`src/rtl/spi_master_gen.sv`:
```
// SPI master with configurable word width, SCK divider, one-hot active-low slave selects,
// all four CPOL/CPHA modes and MSB/LSB-first ordering. Configuration is latched on start.
module spi_master_gen #(
   parameter int DATA_W = 8,
   parameter int NUM_SS = 1,
   parameter int SEL_W  = 3,
   parameter int DIV_W  = 8
) (
   input  logic              clk,
   input  logic              rst,
   input  logic              start,
   input  logic [DATA_W-1:0] tx_data,
   input  logic              cpol,
   input  logic              cpha,
   input  logic              lsb_first,
   input  logic [SEL_W-1:0]  ss_sel,
   input  logic [DIV_W-1:0]  clk_div,
   output logic              busy,
   output logic              done,
   output logic [DATA_W-1:0] rx_data,
   output logic              sck,
   output logic              mosi,
   output logic              mosi_oe,
   input  logic              miso,
   output logic [NUM_SS-1:0] ss_n
);

   localparam int BC_W = $clog2(2*DATA_W) + 1;
   localparam logic [BC_W-1:0] LAST_EDGE = BC_W'(2*DATA_W - 1);

   typedef enum logic [1:0] {IDLE, SETUP, XFER, HOLD} state_t;

   state_t            state, state_nxt;
   logic [DIV_W-1:0]  div_cnt;
   logic [BC_W-1:0]   bit_cnt;
   logic [DIV_W-1:0]  clk_div_q;
   logic              cpha_q;
   logic              lsb_q;
   logic [DATA_W-1:0] tx_sr;
   logic [DATA_W-1:0] rx_sr;
   logic [NUM_SS-1:0] ss_dec;

   logic period_end, edge_now, leading, last_edge, do_sample, do_shift;

   // bit_cnt holds the number of SCK edges already produced; even count means next edge is leading
   assign period_end = (div_cnt == clk_div_q);
   assign edge_now   = (state == XFER) && period_end;
   assign leading    = ~bit_cnt[0];
   assign last_edge  = (bit_cnt == LAST_EDGE);
   assign do_sample  = edge_now && (leading ^ cpha_q);
   assign do_shift   = edge_now && (cpha_q ? (leading && (bit_cnt != '0))
                                           : (!leading && !last_edge));

   assign busy    = (state != IDLE);
   assign mosi_oe = busy;

   always_comb begin
      ss_dec = '1;
      for (int i = 0; i < NUM_SS; i++) begin
         if (int'(ss_sel) == i) ss_dec[i] = 1'b0;
      end
   end

   always_ff @(posedge clk or posedge rst) begin
      if (rst) state <= IDLE;
      else     state <= state_nxt;
   end

   always_comb begin
      state_nxt = state;
      unique case (state)
         IDLE:    if (start) state_nxt = SETUP;
         SETUP:   if (period_end) state_nxt = XFER;
         XFER:    if (period_end && last_edge) state_nxt = HOLD;
         HOLD:    if (period_end) state_nxt = IDLE;
         default: state_nxt = IDLE;
      endcase
   end

   always_ff @(posedge clk or posedge rst) begin
      if (rst) begin
         div_cnt   <= '0;
         bit_cnt   <= '0;
         clk_div_q <= '0;
         cpha_q    <= 1'b0;
         lsb_q     <= 1'b0;
         tx_sr     <= '0;
         rx_sr     <= '0;
         rx_data   <= '0;
         done      <= 1'b0;
         sck       <= 1'b0;
         mosi      <= 1'b0;
         ss_n      <= '1;
      end else begin
         done <= 1'b0;
         if (state == IDLE) begin
            div_cnt <= '0;
            sck     <= cpol;
            if (start) begin
               clk_div_q <= clk_div;
               cpha_q    <= cpha;
               lsb_q     <= lsb_first;
               tx_sr     <= tx_data;
               rx_sr     <= '0;
               bit_cnt   <= '0;
               mosi      <= lsb_first ? tx_data[0] : tx_data[DATA_W-1];
               ss_n      <= ss_dec;
            end
         end else begin
            div_cnt <= period_end ? '0 : div_cnt + DIV_W'(1);
            if (edge_now) begin
               sck     <= ~sck;
               bit_cnt <= bit_cnt + BC_W'(1);
            end
            if (do_sample) begin
               rx_sr <= lsb_q ? {miso, rx_sr[DATA_W-1:1]} : {rx_sr[DATA_W-2:0], miso};
            end
            // tx_sr keeps the bit currently on mosi in its outgoing position
            if (do_shift) begin
               if (lsb_q) begin
                  mosi  <= tx_sr[1];
                  tx_sr <= {1'b0, tx_sr[DATA_W-1:1]};
               end else begin
                  mosi  <= tx_sr[DATA_W-2];
                  tx_sr <= {tx_sr[DATA_W-2:0], 1'b0};
               end
            end
            if ((state == HOLD) && period_end) begin
               done    <= 1'b1;
               rx_data <= rx_sr;
               mosi    <= 1'b0;
               ss_n    <= '1;
            end
         end
      end
   end

endmodule

```
`config.mk`:
```
export PLATFORM = sky130hd
export DESIGN_NAME = spi_master_gen
export DESIGN_NICKNAME = d
export VERILOG_FILES = /design/src/rtl/spi_master_gen.sv
export SDC_FILE = /design/constraint.sdc
export NUM_CORES = 1
export LEC_CHECK = 0
export BUFFER_PORTS_ARGS = -buffer_cell sky130_fd_sc_hd__buf_2
export CAP_MARGIN = 15
export CORE_ASPECT_RATIO = 0.8
export CORE_MARGIN = 5
export CORE_UTILIZATION = 60
export CTS_CLUSTER_DIAMETER = 30
export CTS_CLUSTER_SIZE = 28
export DETAILED_ROUTE_END_ITERATION = 16
export PLACE_DENSITY = 0.92
export SLEW_MARGIN = 20
export SYNTH_ARGS = -nofsm -noshare
export SYNTH_HDL_FRONTEND = slang
export SYNTH_SLANG_ARGS = --single-unit
```
`constraint.sdc`:
```
create_clock -name clk -period 5.6 [get_ports clk]
set_input_delay 1.68 -clock clk [delete_from_list [all_inputs] [get_ports clk]]
set_output_delay 1.68 -clock clk [all_outputs]
set_load 0.05 [all_outputs]
```
==> metrics, run 1 <==
Avg WL per Cell=16.14 um; Setup violations, final=0; Routed WL=5423 um; flops & latches, synth=53; crit path kind=flop to output port; RSZ-0062 raised after global routing=no; Pwr Density=529.9 mW/mm^2; drt pass-1 iters=5; clock buffer depth=2; Rows=21; total gr overflow=0; clock buffer count from CTS=5; Clk Latency, worst-skew pair=0.31 ns; EDFF count, synth=0; Power, Total=0.001621 W; Worst R2R Setup Slack=2.55 ns; Syn Area/Cell=11.14 sq um; DP Cell Count=328; GRT Total Usage=19.22%; FFs w/ async S/R, synth=100.0%; Main synth FF type=dfrtp_1; Die H=70.07 um; core box area=0.004283 sq mm; gate count after technology mapping=243; CP endpoint kind=output port; Final Hold Fails=0; Final Skew=0.01045 ns; GP Congestion=0.8146; synth top area cells=dfrtp_1, mux2_2, mux2i_1; syn_nets=278; clock tree sinks=53; Hold Crit Class=flop to flop; Cell Chain, Critical Path=inv_1 > ha_1 > inv_1 > buf_2; Root Buffer=clkbuf_8; post-CTS setup buffers=0; commonest non-fill, non-tap cell in the layout=dfrtp_1; Max Clock Freq=244.7 MHz; Final HPWL DP=3838 um; crit path DAT=2.41 ns; status=finished clean; hold_buf cts=0; via density per instance=5.679; clock tree from TritonCTS=built; post-synth top area share=48.08%; TNS Setup=0 ns; cell taking the most area after synthesis=dfrtp_1; # IOs=40; vias in the first global route=1940; Top delay family on crit path=adder cells; largest net degree at the start of global routing=54; Static Leak=1.516 nW; slowest library cell on the worst path=ha_1; die width=85.09 um; Post-CTS Resized=0; Netlist cell types=35; worst path required time=3.92 ns; CP max stage delay=0.88 ns; Post-Layout Cell Count=336; Via Count=1908; YS warnings=0; H-Tree Level Count=2; Post-route DRC=0; Area Growth Syn to Fin=13.04%; most frequent cells in the layout=dfrtp_1, buf_2, nor2_1, mux2_2, mux2i_1; share of cells above drive strength 1=30.47%; Final nets=313; DR iter-0 viols=127; first-pass GRT wire length=9101 um; fin crit period=4.086 ns; fin. max-slew vios=0; actual slew at the worst max-slew pin=1.054 ns; die area=0.005962 sq mm; Max-slew headroom=29.72%; max-cap viol count=0; CP Max Fanout=33; Tcrit/Tclk final=72.97%; diodes inserted=0; Initial Utilization=63.19%; Buf/Inv on CP=3; clock slew at reported path FFs=0.09 ns; Routed Antenna Nets=0; IO buf count=39; initial antenna violation count=0; sequential fraction of the synthesis area=49.05%; CP dominant cell by count=inv_1; Peak VDD IR=0.3961 mV; Cell Area, Synth=0.002706 sq mm; Worst setup SP type=flop
==> power breakdown <==
part           total [W]  switching, W  internal (W)
clock network   0.000306      0.000129      0.000178
registers       0.000650      0.000136      0.000513
logic           0.000665      0.000400      0.000265
total            0.00162      0.000665      0.000956
==> flip-flops by register name, indices dropped and copies added (netlist names) <==
name / count
rx_sr: 8
lsb_q: 1
state: 2
div_cnt: 8
cpha_q: 1
tx_sr: 8
done: 1
rx_data: 8
mosi: 1
clk_div_q: 8
bit_cnt: 5
ss_n: 1
sck: 1
==> per-stage QoR <==
step	utilization, %	setup WS, ns	hold WS, ns	area [sq um]
CTS	71.40	1.527	0.5130	3058
floorplan	-	2.478	0.4495	2706
detailed placement	68.27	1.886	0.4889	2924
finish	71.43	1.514	0.5096	3059
global placement	68.27	1.954	0.4710	2924
global route	71.43	1.332	0.5284	3059
==> Yosys cell counts, types with 2 or more instances <==
library cell	instances
dfrtp_1	52
nor2_1	28
mux2_2	26
mux2i_1	17
xor2_1	16
nand2_1	12
nand3_1	12
o21ai_0	11
inv_1	10
a21oi_1	9
ha_1	9
clkbuf_1	8
and3_1	4
a31o_2	3
nor3b_1	3
buf_4	2
nor2b_1	2
nor4_4	2
==> area by class of cell <==
type                       count  area, sq um
clock buffer                   5        68.82
clock inverter                 3        65.06
fill                         319         1224
inverter                      10        38.79
multi-input combinational    169         1292
sequential                    53         1328
tap                           57        71.32
timing repair buffer          39        195.2
==> path summary, 6_finish.rpt <==
kind / start / to / cells past startpoint
worst max register to register: state[0]$_DFFE_PP0P_ / rx_sr[6]$_DFFE_PP0P_ / 5
worst max-delay path: state[0]$_DFFE_PP0P_ / busy / 4
worst min-delay path: rx_data[5]$_DFFE_PP0P_ / rx_data[5]$_DFFE_PP0P_ / 1
max in group asynchronous: rst / tx_sr[3]$_DFFE_PP0P_ / 2
min in group asynchronous: rst / rx_data[7]$_DFFE_PP0P_ / 2
worst min register to register: rx_data[5]$_DFFE_PP0P_ / rx_data[5]$_DFFE_PP0P_ / 1
==> logic make-up after synthesis <==
logic type / after synthesis / share of synthesized area (%)
XOR/XNOR: 17 / 5.502
flip-flops: 53 / 49.05
multiplexers: 44 / 17.52
buffers and inverters: 21 / 3.190
adder cells (fa/ha/maj): 9 / 4.161
AND/OR/NAND/NOR: 68 / 12.85
AO/OA/AOI/OAI: 31 / 7.721
==> metal layers <==
layer / wire (um) / global-route usage, % / vias up
li1: - / - / 908
met1: 2447 / 25.40 / 942
met2: 2628 / 30.00 / 50
met3: 256 / 4.583 / 8
met4: 91 / 8.612 / 0
met5: 0 / 0 / -
Note: power is estimated with default switching activity, not from simulation.
==> inputs of run 2 (changes only) <==
--- a/config.mk
+++ b/config.mk
@@ -9,11 +9,11 @@
 export CAP_MARGIN = 15
 export CORE_ASPECT_RATIO = 0.8
 export CORE_MARGIN = 5
-export CORE_UTILIZATION = 60
+export CORE_UTILIZATION = 57
 export CTS_CLUSTER_DIAMETER = 30
 export CTS_CLUSTER_SIZE = 28
 export DETAILED_ROUTE_END_ITERATION = 16
-export PLACE_DENSITY = 0.92
+export PLACE_DENSITY = 0.89
 export SLEW_MARGIN = 20
 export SYNTH_ARGS = -nofsm -noshare
 export SYNTH_HDL_FRONTEND = slang
==> constraint.sdc (replaced) <==
create_clock -name clk -period 3.9 [get_ports clk]
set_input_delay 1.17 -clock clk [delete_from_list [all_inputs] [get_ports clk]]
set_output_delay 1.17 -clock clk [all_outputs]
set_load 0.05 [all_outputs]
==> metrics, run 2 (synthesized netlist as in run 1, its figures left out) <==
largest net degree at the start of global routing=54 (unchanged); sw frac=42.50% (was 41.01%); GP Congestion=0.7790 (was 0.8146); Hold Crit Class=flop to flop (unchanged); clock tree from TritonCTS=built (unchanged); Max Clock Freq=317.6 MHz; fin. max-slew vios=0 (unchanged); share of cells above drive strength 1=30.71% (was 30.47%); fin crit period=3.148 ns; Via Count=1948 (was 1908); Psw=0.0009731 W (was 0.0006647 W); Max-slew headroom=42.37% (was 29.72%); Final Hold Fails=0 (unchanged); drt pass-1 iters=7 (was 5); Post-route DRC=0 (unchanged); RR Startpoint=div_cnt[0]$_DFF_PP0_ (was state[0]$_DFFE_PP0P_); actual slew at the worst max-slew pin=0.8635 ns (was 1.054 ns); first-pass GRT wire length=9528 um (was 9101 um); Die H=71.63 um (was 70.07 um); CP Max Fanout=17 (was 33); Root Buffer=clkbuf_8 (unchanged); Rows=22 (was 21); crit path kind=flop to output port (unchanged); Crit. Startpoint=state[0]$_DFFE_PP0P_ (unchanged); worst reg-to-reg path cell count=5 (unchanged); Logic pwr share=42.4% (was 41.0%); via density per instance=5.729 (was 5.679); worst path required time=2.73 ns (was 3.92 ns); Setup violations, final=0 (unchanged); Worst R2R Setup Slack=1.16 ns (was 2.55 ns); IO buf count=39 (unchanged); Tcrit/Tclk final=80.73%; Hold Path Sink=tx_sr[7]$_DFFE_PP0P_ (was rx_data[5]$_DFFE_PP0P_); Peak VDD IR=0.3646 mV (was 0.3961 mV); GR Layer Usage met1=26.53% (was 25.40%); Area Growth Syn to Fin=12.76% (was 13.04%); max-cap viol count=0 (unchanged); DR iter-0 viols=81 (was 127); Final HPWL DP=3788 um (was 3838 um); GRT Total Usage=19.72% (was 19.22%); vias in the first global route=1936 (was 1940); P_int=0.001316 W (was 0.0009563 W); hold path depth=2 (was 1); commonest non-fill, non-tap cell in the layout=dfrtp_1 (unchanged); hold path start=tx_sr[7]$_DFFE_PP0P_ (was rx_data[5]$_DFFE_PP0P_); Worst setup SP type=flop (unchanged); initial antenna violation count=0 (unchanged); hold_buf cts=0 (unchanged); GRT busiest layer=met2 (unchanged); status=finished clean (unchanged); Reg power frac=41.0% (was 40.1%); clock slew at reported path FFs=0.10 ns (was 0.09 ns); Final Skew=0.01236 ns (was 0.01045 ns); met3 usage=2.989% (was 4.583%); Clk Latency, worst-skew pair=0.31 ns (about the same); TNS Setup=0 ns (unchanged); H-Tree Level Count=2 (unchanged); crit path DAT=1.98 ns (was 2.41 ns); clock buffer depth=2 (unchanged); Initial Utilization=58.87% (was 63.19%); CP endpoint kind=output port (unchanged); Routed Antenna Nets=0 (unchanged); Pwr Density=750.2 mW/mm^2 (was 529.9 mW/mm^2); clock power share=16.6% (was 18.9%); Post-CTS Resized=0 (unchanged); most frequent cells in the layout=dfrtp_1, buf_2, nor2_1, mux2_2, mux2i_1 (unchanged); GR Util met2=31.51% (was 30.00%); diodes inserted=0 (unchanged); # IOs=40 (unchanged); Avg WL per Cell=16.52 um (was 16.14 um); Final nets=314 (was 313); Worst Hold Margin=0.4994 ns (was 0.5096 ns); core box area=0.004597 sq mm (was 0.004283 sq mm); clock tree sinks=53 (unchanged); total gr overflow=0 (unchanged); RSZ-0062 raised after global routing=no (unchanged); Routed WL=5618 um (was 5423 um); r2r endpoint=rx_sr[1]$_DFFE_PP0P_ (was rx_sr[6]$_DFFE_PP0P_); die area=0.006235 sq mm (was 0.005962 sq mm); post-CTS setup buffers=0 (unchanged); clock buffer count from CTS=5 (unchanged); die width=87.04 um (was 85.09 um); Static Leak=1.507 nW (was 1.516 nW)
run 2: cell types whose count changed in the layout (fill, tap and decap cells not counted), sizes merged:
cell and delta:
buf +1, bufinv -1, clkinvlp +1
run 2: worst max path at each step:
stage                         end  slack [ns]  depth (start not counted)
after detailed placement     busy        1.17                          4
after floorplan           mosi_oe        1.29                          5
after CTS                    busy        0.78                          4
after global routing         busy        0.65                          4
final                        busy        0.75                          4
after global placement       busy        1.25                          4
run 2: area by class of cell:
type | instances | area (sq um)
fillers | 358 | 1545
clock buffers | 5 | 68.82
multi-input cells | 169 | 1292
flip-flops and latches | 53 | 1328
well taps | 60 | 75.07
clock inverters | 3 | 46.29
repair buffers | 40 | 202.7
inverters | 10 | 38.79
run 2: through the flow:
step / instance area, sq um / cells / power (W) / worst slack (ns) / utilization (%)
floorplan: 2706 / 243 / 0.001683 / 1.288 / -
global placement: 2935 / 332 / 0.001841 / 1.254 / 63.85
detailed placement: 2935 / 332 / 0.001895 / 1.166 / 63.85
CTS: 3050 / 340 / 0.002296 / 0.7847 / 66.36
global route: 3052 / 340 / 0.002443 / 0.6539 / 66.39
finish: 3052 / 340 / 0.002289 / 0.7517 / 66.39
run 2: metal layers:
metal | vias to the layer above | wire length [um]
met1 | 959 | 2423
li1 | 914 | -
met2 | 62 | 2745
met3 | 13 | 326
met4 | 0 | 122
met5 | - | 0
run 2: worst max-delay path: stages, from the launching register on:
cell	delay, ns
dfrtp_1	0.41
inv_1	0.13
ha_1	0.55
inv_1	0.28
buf_2	0.28
run 2: power by group through the flow:
stage                     registers, W  logic (W)  clock network [W]
final                         0.000938   0.000972           0.000379
after global routing          0.000969    0.00106           0.000412
after global placement        0.000929   0.000912                  0
after CTS                     0.000934   0.000973           0.000389
after floorplan               0.000970   0.000713                  0
after detailed placement      0.000941   0.000954                  0
